[config.mk]
export PLATFORM = sky130hd
export DESIGN_NAME = mc_control_flat
export DESIGN_NICKNAME = d
export VERILOG_FILES = /design/src/rtl/mc_control_if.sv /design/src/rtl/mc_control.sv /design/src/flat_wrapper.sv
export SDC_FILE = /design/constraint.sdc
export NUM_CORES = 1
export LEC_CHECK = 0
export BUFFER_PORTS_ARGS = -buffer_cell sky130_fd_sc_hd__buf_2
export CORE_ASPECT_RATIO = 1.2
export CORE_MARGIN = 2
export CORE_UTILIZATION = 53
export CTS_BUF_LIST = sky130_fd_sc_hd__clkbuf_8
export DETAILED_ROUTE_END_ITERATION = 12
export PLACE_DENSITY = 0.84
export REMOVE_ABC_BUFFERS = 1
export SYNTH_ARGS = -nofsm -noshare
export SYNTH_HDL_FRONTEND = slang
export SYNTH_SLANG_ARGS = --single-unit
[constraint.sdc]
create_clock -name clk -period 2.7 [get_ports clk]
set_input_delay 0.135 -clock clk [delete_from_list [all_inputs] [get_ports clk]]
set_output_delay 0.135 -clock clk [all_outputs]
set_load 0.005 [all_outputs]
[src/rtl/mc_control_if.sv]
`default_nettype none
// ============================================================================
// Module      : mc_control_if
// Description : Control/status bundle between the multicycle controller and
//               its datapath.
// Revision    : 1.0 - initial release
// ============================================================================
interface mc_control_if #(
    parameter int INSTR_WIDTH   = 32,
    parameter int ALUCTRL_WIDTH = 4,
    parameter int IMMSRC_WIDTH  = 3
);
    logic [INSTR_WIDTH-1:0]   Instruction;
    logic                     ZERO;
    logic                     mem_ready;
    logic                     PCWrite;
    logic                     AdrSrc;
    logic                     IRWrite;
    logic                     MemWrite;
    logic                     RegWrite;
    logic [1:0]               ResultSrc;
    logic [1:0]               ALUSrcA;
    logic [1:0]               ALUSrcB;
    logic [ALUCTRL_WIDTH-1:0] ALUctrl;
    logic [IMMSRC_WIDTH-1:0]  Immsrc;
    logic [3:0]               State_Out;
    logic                     instr_done;
    logic                     trap;
    logic [31:0]              instret;

    modport master (
        input  Instruction, ZERO, mem_ready,
        output PCWrite, AdrSrc, IRWrite, MemWrite, RegWrite, ResultSrc,
               ALUSrcA, ALUSrcB, ALUctrl, Immsrc, State_Out, instr_done,
               trap, instret
    );

    modport slave (
        output Instruction, ZERO, mem_ready,
        input  PCWrite, AdrSrc, IRWrite, MemWrite, RegWrite, ResultSrc,
               ALUSrcA, ALUSrcB, ALUctrl, Immsrc, State_Out, instr_done,
               trap, instret
    );
endinterface
`default_nettype wire

[src/rtl/mc_control.sv]
`default_nettype none
// ============================================================================
// Module      : mc_control
// Description : Multicycle RISC-V style Moore controller with memory wait
//               states, illegal-opcode trap and retired-instruction counter.
// Revision    : 1.0 - initial release
// ============================================================================
module mc_control #(
    parameter int INSTR_WIDTH   = 32,
    parameter int ALUCTRL_WIDTH = 4,
    parameter int IMMSRC_WIDTH  = 3
) (
    input  logic          clk,
    input  logic          rst,
    mc_control_if.master  bus
);
    typedef enum logic [3:0] {
        S_FETCH    = 4'd0,  S_DECODE = 4'd1,  S_MEMADR = 4'd2,  S_MEMREAD = 4'd3,
        S_MEMWB    = 4'd4,  S_MEMWRITE = 4'd5, S_EXECR = 4'd6,  S_EXECI   = 4'd7,
        S_ALUWB    = 4'd8,  S_BRANCH = 4'd9,  S_JAL    = 4'd10, S_LUI     = 4'd11,
        S_TRAP     = 4'd15
    } state_t;

    localparam logic [6:0] c_op_load   = 7'b0000011;
    localparam logic [6:0] c_op_store  = 7'b0100011;
    localparam logic [6:0] c_op_reg    = 7'b0110011;
    localparam logic [6:0] c_op_imm    = 7'b0010011;
    localparam logic [6:0] c_op_branch = 7'b1100011;
    localparam logic [6:0] c_op_jal    = 7'b1101111;
    localparam logic [6:0] c_op_lui    = 7'b0110111;

    localparam logic [ALUCTRL_WIDTH-1:0] c_alu_add = ALUCTRL_WIDTH'(0);
    localparam logic [ALUCTRL_WIDTH-1:0] c_alu_sub = ALUCTRL_WIDTH'(1);
    localparam logic [ALUCTRL_WIDTH-1:0] c_alu_and = ALUCTRL_WIDTH'(2);
    localparam logic [ALUCTRL_WIDTH-1:0] c_alu_or  = ALUCTRL_WIDTH'(3);
    localparam logic [ALUCTRL_WIDTH-1:0] c_alu_xor = ALUCTRL_WIDTH'(4);
    localparam logic [ALUCTRL_WIDTH-1:0] c_alu_sll = ALUCTRL_WIDTH'(5);
    localparam logic [ALUCTRL_WIDTH-1:0] c_alu_srl = ALUCTRL_WIDTH'(6);
    localparam logic [ALUCTRL_WIDTH-1:0] c_alu_slt = ALUCTRL_WIDTH'(7);

    localparam logic [IMMSRC_WIDTH-1:0] c_imm_i = IMMSRC_WIDTH'(0);
    localparam logic [IMMSRC_WIDTH-1:0] c_imm_s = IMMSRC_WIDTH'(1);
    localparam logic [IMMSRC_WIDTH-1:0] c_imm_b = IMMSRC_WIDTH'(2);
    localparam logic [IMMSRC_WIDTH-1:0] c_imm_j = IMMSRC_WIDTH'(3);
    localparam logic [IMMSRC_WIDTH-1:0] c_imm_u = IMMSRC_WIDTH'(4);

    // Only the operation subset the ALU provides: SLTU folds onto SLT, SRA onto SRL.
    function automatic logic [ALUCTRL_WIDTH-1:0] alu_op(input logic [2:0] f3,
                                                        input logic f7_5,
                                                        input logic is_reg);
        case (f3)
            3'b000:  alu_op = (is_reg && f7_5) ? c_alu_sub : c_alu_add;
            3'b001:  alu_op = c_alu_sll;
            3'b010:  alu_op = c_alu_slt;
            3'b011:  alu_op = c_alu_slt;
            3'b100:  alu_op = c_alu_xor;
            3'b101:  alu_op = c_alu_srl;
            3'b110:  alu_op = c_alu_or;
            default: alu_op = c_alu_and;
        endcase
    endfunction

    state_t                   r_state;
    state_t                   w_state_nxt;
    logic                     r_adr_src,   w_adr_src;
    logic                     r_mem_write, w_mem_write;
    logic                     r_reg_write, w_reg_write;
    logic                     r_pc_jump,   w_pc_jump;
    logic                     r_trap,      w_trap;
    logic [1:0]               r_result_src, w_result_src;
    logic [1:0]               r_alu_src_a,  w_alu_src_a;
    logic [1:0]               r_alu_src_b,  w_alu_src_b;
    logic [ALUCTRL_WIDTH-1:0] r_alu_ctrl,   w_alu_ctrl;
    logic [IMMSRC_WIDTH-1:0]  r_imm_src,    w_imm_src;
    logic                     r_instr_done;
    logic [31:0]              r_instret;

    logic [6:0] w_opcode;
    logic [2:0] w_funct3;
    logic       w_funct7_5;
    logic       w_retire;
    logic       w_branch_taken;
    logic       w_unused;

    assign w_opcode   = bus.Instruction[6:0];
    assign w_funct3   = bus.Instruction[14:12];
    assign w_funct7_5 = bus.Instruction[30];
    assign w_unused   = &{1'b0, bus.Instruction[INSTR_WIDTH-1:31],
                          bus.Instruction[29:15], bus.Instruction[11:7]};

    always_comb begin
        w_state_nxt = r_state;
        if (rst) begin
            w_state_nxt = S_FETCH;
        end else begin
            case (r_state)
                S_FETCH:    if (bus.mem_ready) w_state_nxt = S_DECODE;
                S_DECODE: begin
                    case (w_opcode)
                        c_op_load, c_op_store: w_state_nxt = S_MEMADR;
                        c_op_reg:              w_state_nxt = S_EXECR;
                        c_op_imm:              w_state_nxt = S_EXECI;
                        c_op_branch:           w_state_nxt = S_BRANCH;
                        c_op_jal:              w_state_nxt = S_JAL;
                        c_op_lui:              w_state_nxt = S_LUI;
                        default:               w_state_nxt = S_TRAP;
                    endcase
                end
                S_MEMADR:   w_state_nxt = (w_opcode == c_op_store) ? S_MEMWRITE : S_MEMREAD;
                S_MEMREAD:  if (bus.mem_ready) w_state_nxt = S_MEMWB;
                S_MEMWRITE: if (bus.mem_ready) w_state_nxt = S_FETCH;
                S_EXECR, S_EXECI, S_JAL, S_LUI:  w_state_nxt = S_ALUWB;
                S_MEMWB, S_ALUWB, S_BRANCH:      w_state_nxt = S_FETCH;
                default:    w_state_nxt = S_TRAP;
            endcase
        end
    end

    // Outputs are decoded from the next state so they come straight off flops.
    always_comb begin
        w_adr_src    = 1'b0;
        w_mem_write  = 1'b0;
        w_reg_write  = 1'b0;
        w_pc_jump    = 1'b0;
        w_trap       = 1'b0;
        w_result_src = 2'b00;
        w_alu_src_a  = 2'b00;
        w_alu_src_b  = 2'b00;
        w_alu_ctrl   = c_alu_add;
        w_imm_src    = c_imm_i;
        case (w_state_nxt)
            S_FETCH:    begin w_alu_src_b = 2'b10; w_result_src = 2'b10; end
            S_DECODE:   begin w_alu_src_a = 2'b01; w_alu_src_b = 2'b01; w_imm_src = c_imm_b; end
            S_MEMADR: begin
                w_alu_src_a = 2'b10;
                w_alu_src_b = 2'b01;
                w_imm_src   = (w_opcode == c_op_store) ? c_imm_s : c_imm_i;
            end
            S_MEMREAD:  w_adr_src = 1'b1;
            S_MEMWRITE: begin w_adr_src = 1'b1; w_mem_write = 1'b1; end
            S_MEMWB:    begin w_result_src = 2'b01; w_reg_write = 1'b1; end
            S_EXECR: begin
                w_alu_src_a = 2'b10;
                w_alu_ctrl  = alu_op(w_funct3, w_funct7_5, 1'b1);
            end
            S_EXECI: begin
                w_alu_src_a = 2'b10;
                w_alu_src_b = 2'b01;
                w_alu_ctrl  = alu_op(w_funct3, w_funct7_5, 1'b0);
            end
            S_ALUWB:    w_reg_write = 1'b1;
            S_BRANCH:   begin w_alu_src_a = 2'b10; w_alu_ctrl = c_alu_sub; end
            S_JAL: begin
                w_alu_src_a = 2'b01;
                w_alu_src_b = 2'b10;
                w_pc_jump   = 1'b1;
                w_imm_src   = c_imm_j;
            end
            S_LUI:      begin w_alu_src_a = 2'b10; w_alu_src_b = 2'b01; w_imm_src = c_imm_u; end
            S_TRAP:     w_trap = 1'b1;
            default:    ;
        endcase
    end

    assign w_retire = !rst && (w_state_nxt == S_FETCH) && (r_state != S_FETCH);

    always_ff @(posedge clk) begin
        r_state      <= w_state_nxt;
        r_adr_src    <= w_adr_src;
        r_mem_write  <= w_mem_write;
        r_reg_write  <= w_reg_write;
        r_pc_jump    <= w_pc_jump;
        r_trap       <= w_trap;
        r_result_src <= w_result_src;
        r_alu_src_a  <= w_alu_src_a;
        r_alu_src_b  <= w_alu_src_b;
        r_alu_ctrl   <= w_alu_ctrl;
        r_imm_src    <= w_imm_src;
        if (rst) begin
            r_instr_done <= 1'b0;
            r_instret    <= 32'd0;
        end else begin
            r_instr_done <= w_retire;
            if (w_retire) r_instret <= r_instret + 32'd1;
        end
    end

    // beq/bne resolve from the live ZERO flag; other funct3 never redirect.
    assign w_branch_taken = ((w_funct3 == 3'b000) &&  bus.ZERO) ||
                            ((w_funct3 == 3'b001) && !bus.ZERO);

    assign bus.IRWrite    = (r_state == S_FETCH) && bus.mem_ready;
    assign bus.PCWrite    = r_pc_jump || ((r_state == S_FETCH) && bus.mem_ready) ||
                            ((r_state == S_BRANCH) && w_branch_taken);
    assign bus.AdrSrc     = r_adr_src;
    assign bus.MemWrite   = r_mem_write;
    assign bus.RegWrite   = r_reg_write;
    assign bus.ResultSrc  = r_result_src;
    assign bus.ALUSrcA    = r_alu_src_a;
    assign bus.ALUSrcB    = r_alu_src_b;
    assign bus.ALUctrl    = r_alu_ctrl;
    assign bus.Immsrc     = r_imm_src;
    assign bus.State_Out  = r_state;
    assign bus.instr_done = r_instr_done;
    assign bus.trap       = r_trap;
    assign bus.instret    = r_instret;
endmodule
`default_nettype wire

[src/flat_wrapper.sv]
// flat-port wrapper written by rule: the top's interface ports become plain ports
module mc_control_flat 
#(
    parameter int INSTR_WIDTH   = 32,
    parameter int ALUCTRL_WIDTH = 4,
    parameter int IMMSRC_WIDTH  = 3
)
  (clk, rst, bus_Instruction, bus_ZERO, bus_mem_ready, bus_PCWrite, bus_AdrSrc, bus_IRWrite, bus_MemWrite, bus_RegWrite, bus_ResultSrc, bus_ALUSrcA, bus_ALUSrcB, bus_ALUctrl, bus_Immsrc, bus_State_Out, bus_instr_done, bus_trap, bus_instret);
  mc_control_if #(.INSTR_WIDTH(INSTR_WIDTH), .ALUCTRL_WIDTH(ALUCTRL_WIDTH), .IMMSRC_WIDTH(IMMSRC_WIDTH)) bus_i ();
  input  logic clk;
  input  logic rst;
  input wire logic [$bits(bus_i.Instruction)-1:0] bus_Instruction;
  input wire logic [$bits(bus_i.ZERO)-1:0] bus_ZERO;
  input wire logic [$bits(bus_i.mem_ready)-1:0] bus_mem_ready;
  output wire logic [$bits(bus_i.PCWrite)-1:0] bus_PCWrite;
  output wire logic [$bits(bus_i.AdrSrc)-1:0] bus_AdrSrc;
  output wire logic [$bits(bus_i.IRWrite)-1:0] bus_IRWrite;
  output wire logic [$bits(bus_i.MemWrite)-1:0] bus_MemWrite;
  output wire logic [$bits(bus_i.RegWrite)-1:0] bus_RegWrite;
  output wire logic [$bits(bus_i.ResultSrc)-1:0] bus_ResultSrc;
  output wire logic [$bits(bus_i.ALUSrcA)-1:0] bus_ALUSrcA;
  output wire logic [$bits(bus_i.ALUSrcB)-1:0] bus_ALUSrcB;
  output wire logic [$bits(bus_i.ALUctrl)-1:0] bus_ALUctrl;
  output wire logic [$bits(bus_i.Immsrc)-1:0] bus_Immsrc;
  output wire logic [$bits(bus_i.State_Out)-1:0] bus_State_Out;
  output wire logic [$bits(bus_i.instr_done)-1:0] bus_instr_done;
  output wire logic [$bits(bus_i.trap)-1:0] bus_trap;
  output wire logic [$bits(bus_i.instret)-1:0] bus_instret;
  assign bus_i.Instruction = bus_Instruction;
  assign bus_i.ZERO = bus_ZERO;
  assign bus_i.mem_ready = bus_mem_ready;
  assign bus_PCWrite = bus_i.PCWrite;
  assign bus_AdrSrc = bus_i.AdrSrc;
  assign bus_IRWrite = bus_i.IRWrite;
  assign bus_MemWrite = bus_i.MemWrite;
  assign bus_RegWrite = bus_i.RegWrite;
  assign bus_ResultSrc = bus_i.ResultSrc;
  assign bus_ALUSrcA = bus_i.ALUSrcA;
  assign bus_ALUSrcB = bus_i.ALUSrcB;
  assign bus_ALUctrl = bus_i.ALUctrl;
  assign bus_Immsrc = bus_i.Immsrc;
  assign bus_State_Out = bus_i.State_Out;
  assign bus_instr_done = bus_i.instr_done;
  assign bus_trap = bus_i.trap;
  assign bus_instret = bus_i.instret;
  mc_control #(.INSTR_WIDTH(INSTR_WIDTH), .ALUCTRL_WIDTH(ALUCTRL_WIDTH), .IMMSRC_WIDTH(IMMSRC_WIDTH)) u_core (.clk(clk), .rst(rst), .bus(bus_i));
endmodule
# == Yosys cells after proc, flatten, opt, wreduce, memory -nomap -nowiden ==
# Cells that the tools add are included.
# classes
eq_ne,36
n_reduce_logical,25
addsub,1
muxes,21
# op_table
cell,n
case mux 4 bit (6 select lines),2
"equality test 4 bit, second input constant",9
"adder 32 x 1 -> 32 bit, second input constant",1
"equality test 4 x 3 -> 1 bit, second input constant",8
case mux 4 bit (7 select lines),1
"equality test 7 x 6 -> 1 bit, second input constant",3
case mux 3 bit (6 select lines),1
"equality test 4 x 2 -> 1 bit, second input constant",4
2-to-1 mux 4 bit,4
"equality test 7 bit, second input constant",2
case mux 2 bit (2 select lines),3
case mux 3 bit (4 select lines),1
case mux 4 bit (3 select lines),1
OR reduction 2 bit,6
"equality test 3 bit, second input constant",3
"equality test 4 x 1 -> 1 bit, second input constant",2
zero test 4 bit,2
OR reduction 4 bit,2
"equality test 7 x 2 -> 1 bit, second input constant",1
"equality test 7 x 5 -> 1 bit, second input constant",1
2-to-1 mux 1 bit,7
"equality test 3 x 2 -> 1 bit, second input constant",2
logical AND 1 bit,6
OR reduction 5 bit,1
other kinds (7),10
# totals
wordCells,96
regBits,55
out_inout_bits,56
in_bits,36

# == Depth between registers and ports, before layout ==
# logic_depth
depth_word,8
depth_mapped,11
ltp_nobuf,6

# == Worst setup path before layout ==
# Ideal clock, no wire load.
# synth_path
path_type,register to register
from,register u_core.r_state[3] (netlist: u_core.bus.State_Out[3])
to,register u_core.r_instret[1] (netlist: u_core.bus.instret[1])
t_arrival_ns,2.053
synth_period_minus_slack_ns,2.174
required_time_ns,2.579
setup_ns,0.121
stages_incl_launch_ff,9
slack_ns,0.526
path_buffers,3
cell_sequence,dfxtp_1 buf_2 or4b_1 buf_2 o311a_2 nand3_2 buf_4 nor2_1 mux2_2
# synth_between
elab_chain_cells,7
word_cells_on_any_way,23
classes_between,eq/ne: 11; mux: 5; reduce/logical: 7
# synth_lines
element,line_no,text
start: declaration,mc_control.sv:63,state_t r_state;
start signal: assignment,mc_control.sv:168,r_state <= w_state_nxt;
equality test 4 x 3 -> 1 bit / equality test 4 bit (equally long branches),mc_control.sv:96,case (r_state)
OR reduction 4 bit / OR reduction 3 bit (equally long branches),mc_control.sv:96,
case mux 4 bit (7 select lines),mc_control.sv:96,
2-to-1 mux 4 bit,mc_control.sv:93,if (rst) begin
zero test 4 bit,mc_control.sv:165,assign w_retire = !rst && (w_state_nxt == S_FETCH) && (r_state != S_FETCH);
logical AND 1 bit,mc_control.sv:165,
logical AND 1 bit (*),mc_control.sv:165,
end signal: assignment,mc_control.sv:184,if (w_retire) r_instret <= r_instret + 32'd1;
end: declaration,mc_control.sv:76,logic [31:0] r_instret;
# Every way passes the cells marked *; elsewhere a longest branch is shown, timed or not.
# A chain may end at the register's enable or synchronous reset.

# == Final worst setup path ==
# layout_path
from,register u_core.r_state[3] (netlist: u_core.bus.State_Out[3])
to,output port bus_PCWrite
# layout_between
elab_chain_cells,4
word_cells_on_any_way,6
classes_between,eq/ne: 1; reduce/logical: 5
# layout_lines
element,line_no,text
zero test 4 bit,mc_control.sv:193,assign bus.PCWrite = r_pc_jump || ((r_state == S_FETCH) && bus.mem_ready) ||
logical AND 1 bit,mc_control.sv:193,
logical OR 1 bit,mc_control.sv:193,
logical OR 1 bit (*),mc_control.sv:193,
end: declaration,flat_wrapper.sv:15,output wire logic [$bits(bus_i.PCWrite)-1:0] bus_PCWrite;
# Marked as above.

==> run metrics <==
DP Wirelength approximately 5100 µm; register bit total from synthesis 54; Hold Crit Class in -> reg; sequential share of the synthesized area a little under two fifths; first-pass GRT wire length approximately 12000 µm; TritonCTS clock tree yes; core area around 0.0053 mm²; Slew headroom about two thirds; element type at the critical path end output port; row count 29; Max Transition Viols Final 0; Lkg Pwr ~0.0014 µW; Hold Crit Start bus_Instruction[13]; Post-Place Cell Area ~0.0033 mm²; number of flops mapped to enable cells by yosys 0; fin cells approximately 460; status finished, final reports clean; Total Routing Usage GR ~23%; FF-to-FF Start u_core.bus.State_Out[2]; TNS Setup 0 ns; Diodes inserted 0; worst slew pin tran 0.518 ns; post-synth cell types 68; hold-fix buffers at CTS 0; routed wire length around 7000 µm; asr flop ratio synth 0%; initial antenna violation count 0; CTS Root Buffer Type clkbuf_8; GRT Residual Overflow 0; crit path time final 2.59 ns; clk buf depth 2; Place WS about 0.15 ns; final net count about 430; ANT nets after route 0; die height ~86 µm; # H-tree levels 2; # clock sinks 54; peak supply drop a little under 0.5 mV; R2R depth 8; routed length per instance ~15 µm; Post-Syn Area slightly below 0.003 mm²; Mean Syn Cell Area roughly 8.8 µm²; fmax ~390 MHz; Placed Cells about 450; Initial Utilization 55.3%; critical-path maximum fanout 11; gate count after technology mapping 336; hold depth 2; TritonCTS Buffers 5; DRC violations left 0; die area 0.00618 mm²; Die W 72.1 µm; total power draw around 3100 µW; Clk pin slew, worst setup/hold paths about 0.09 ns; Layout area overhead 16.3%; synth warn 0; setup repair after global routing missed its margin false; worst reg2reg setup slack about 0.31 ns; ys flop type dfxtp_1; Vias approximately 2900; Critical Path RT 2.57 ns; startpoint types flop; WP data arrival 2.45 ns; critical path type reg -> out; hold worst-path end u_core.bus.ALUctrl[2]; final instance area approximately 0.0034 mm²; final hold viol count 0; TritonRoute pass-1 iters 4; detailed-route vias per instance 6.27; Ports 92; fraction of layout cells with a size suffix above 1 between 20% and 30%; worst r2r dst u_core.bus.instret[27]; global placement routability congestion roughly 0.86; vias in the first global route 2675; worst skew pair latency about 0.31 ns; Setup violations, final 0; initial DRC count roughly 200; number of I/O port buffers 69; Final WS setup approximately 0.11 ns; Final Cycle Share about 96%; Power Density between 900 and 1000 mW/mm²; largest net degree at the start of global routing 31; maxcap violations 0; skew final approximately 0.0072 ns
-- metal layers --
metal	up-vias	global-route usage, %	wire [µm]
li1	1402	-	-
met1	1382	28.0	3050
met2	79	41.1	3490
met3	17	2.82	311
met4	0	9.26	168
met5	-	0	0
-- logic make-up after synthesis --
group | Yosys count | share of synthesized area, %
AND/OR/NAND/NOR | 148 | 31.0
AO/OA/AOI/OAI | 88 | 22.1
buffers and inverters | 36 | 6.62
XOR/XNOR | 3 | 0.892
adder cells (fa/ha/maj) | 1 | 0.424
multiplexers | 5 | 2.16
other | 1 | 0.127
flip-flops | 54 | 36.7
-- where the power goes --
group,internal [µW],switching [µW]
Combinational,618,976
Clock,236,267
Sequential,903,92.2
-- sequential cells by signal (all words and copies together) (netlist names), 2 cells and up --
register / cells
u_core.bus.ALUSrcB: 2
u_core.bus.ALUSrcA: 2
u_core.bus.instret: 32
u_core.bus.ALUctrl: 3
u_core.bus.State_Out: 4
u_core.bus.Immsrc: 3
u_core.bus.ResultSrc: 2
-- Yosys cell counts, drive strengths merged, types with 2 or more instances --
cell type,instances,area share (%)
mux2i,4,1.8
a41oi,2,0.85
nor4b,4,1.4
buf,20,4.6
o21ai,11,1.9
and3,11,2.3
a221oi,2,1.2
o41ai,3,0.89
a211oi,5,2.1
a31o,2,0.59
o22ai,2,0.42
nand3,20,3.6
or4,20,5.2
nor2,14,1.8
nand2,21,3.1
o31ai,19,4.8
inv,9,1.1
or4b,3,1.0
nor3,12,2.0
nand4,8,1.9
a21oi,27,4.6
and2,7,1.5
dfxtp,54,37
or2,2,0.42
o311ai,5,1.7
and4,3,0.89
or3,7,1.5
nand2b,2,0.68
nor2b,5,1.1
xnor2,2,0.59
nor4,3,0.85
nor3b,3,0.76
clkbuf,7,0.89
-- layout make-up --
type,count,area [µm²]
multi-input cells,246,1680
inverters,9,33.8
well taps,62,77.6
clock inverters,1,8.76
repair buffers,80,440
clock buffers,7,96.3
fillers,457,1900
flip-flops and latches,54,1090
-- layout by cell type, fill, tap and decap left out, drive strengths merged, types with 2 or more instances in the layout --
cell | synthesis | final
nor4b | 4 | 4
dfxtp | 54 | 54
nand2 | 21 | 21
and2 | 7 | 7
xnor2 | 2 | 2
o31ai | 19 | 19
o41ai | 3 | 3
a31o | 2 | 2
nor3 | 12 | 12
a21oi | 27 | 27
mux2i | 4 | 4
or4 | 20 | 20
nor4 | 3 | 3
nand4 | 8 | 8
and3 | 11 | 11
nor3b | 3 | 3
or4b | 3 | 3
nand2b | 2 | 2
o21ai | 11 | 11
and4 | 3 | 3
o22ai | 2 | 2
a211oi | 5 | 5
a221oi | 2 | 2
nor2 | 14 | 14
nand3 | 20 | 20
inv | 9 | 9
or3 | 7 | 7
nor2b | 5 | 5
a41oi | 2 | 2
or2 | 2 | 2
clkbuf | 7 | 7
o311ai | 5 | 5
buf | 20 | 80
-- critical path, cell delays in order (launching register included) --
cell	delay [ns]
dfxtp_2	0.40
or4b_1	0.62
mux2i_4	0.20
a211oi_4	0.08
buf_4	0.19
nand3_1	0.15
nor2_1	0.08
a311o_1	0.31
buf_2	0.13
-- timing repair --
item,CTS,global route
pin swaps,0,0
endpoints found under the setup margin,1,1
setup buffers,0,0
gates resized for setup,2,5
-- per-stage QoR --
step                utilization [%]  hold WS [ns]
floorplan                         -         0.204
global placement               62.0         0.391
detailed placement             62.0         0.400
CTS                            64.0        0.0741
global route                   64.3        0.0971
finish                         64.3        0.0791
-- how the worst max path moves through the flow --
stage                                       start                endpoint
after global routing      u_core.bus.State_Out[1]             bus_PCWrite
after floorplan           u_core.bus.State_Out[1]  u_core.bus.instret[26]
after detailed placement  u_core.bus.State_Out[1]  u_core.bus.instret[27]
final                     u_core.bus.State_Out[3]             bus_PCWrite
after CTS                 u_core.bus.State_Out[3]             bus_PCWrite
after global placement    u_core.bus.State_Out[1]   u_core.bus.ALUSrcB[1]
Power figures use the tool's default switching activity.
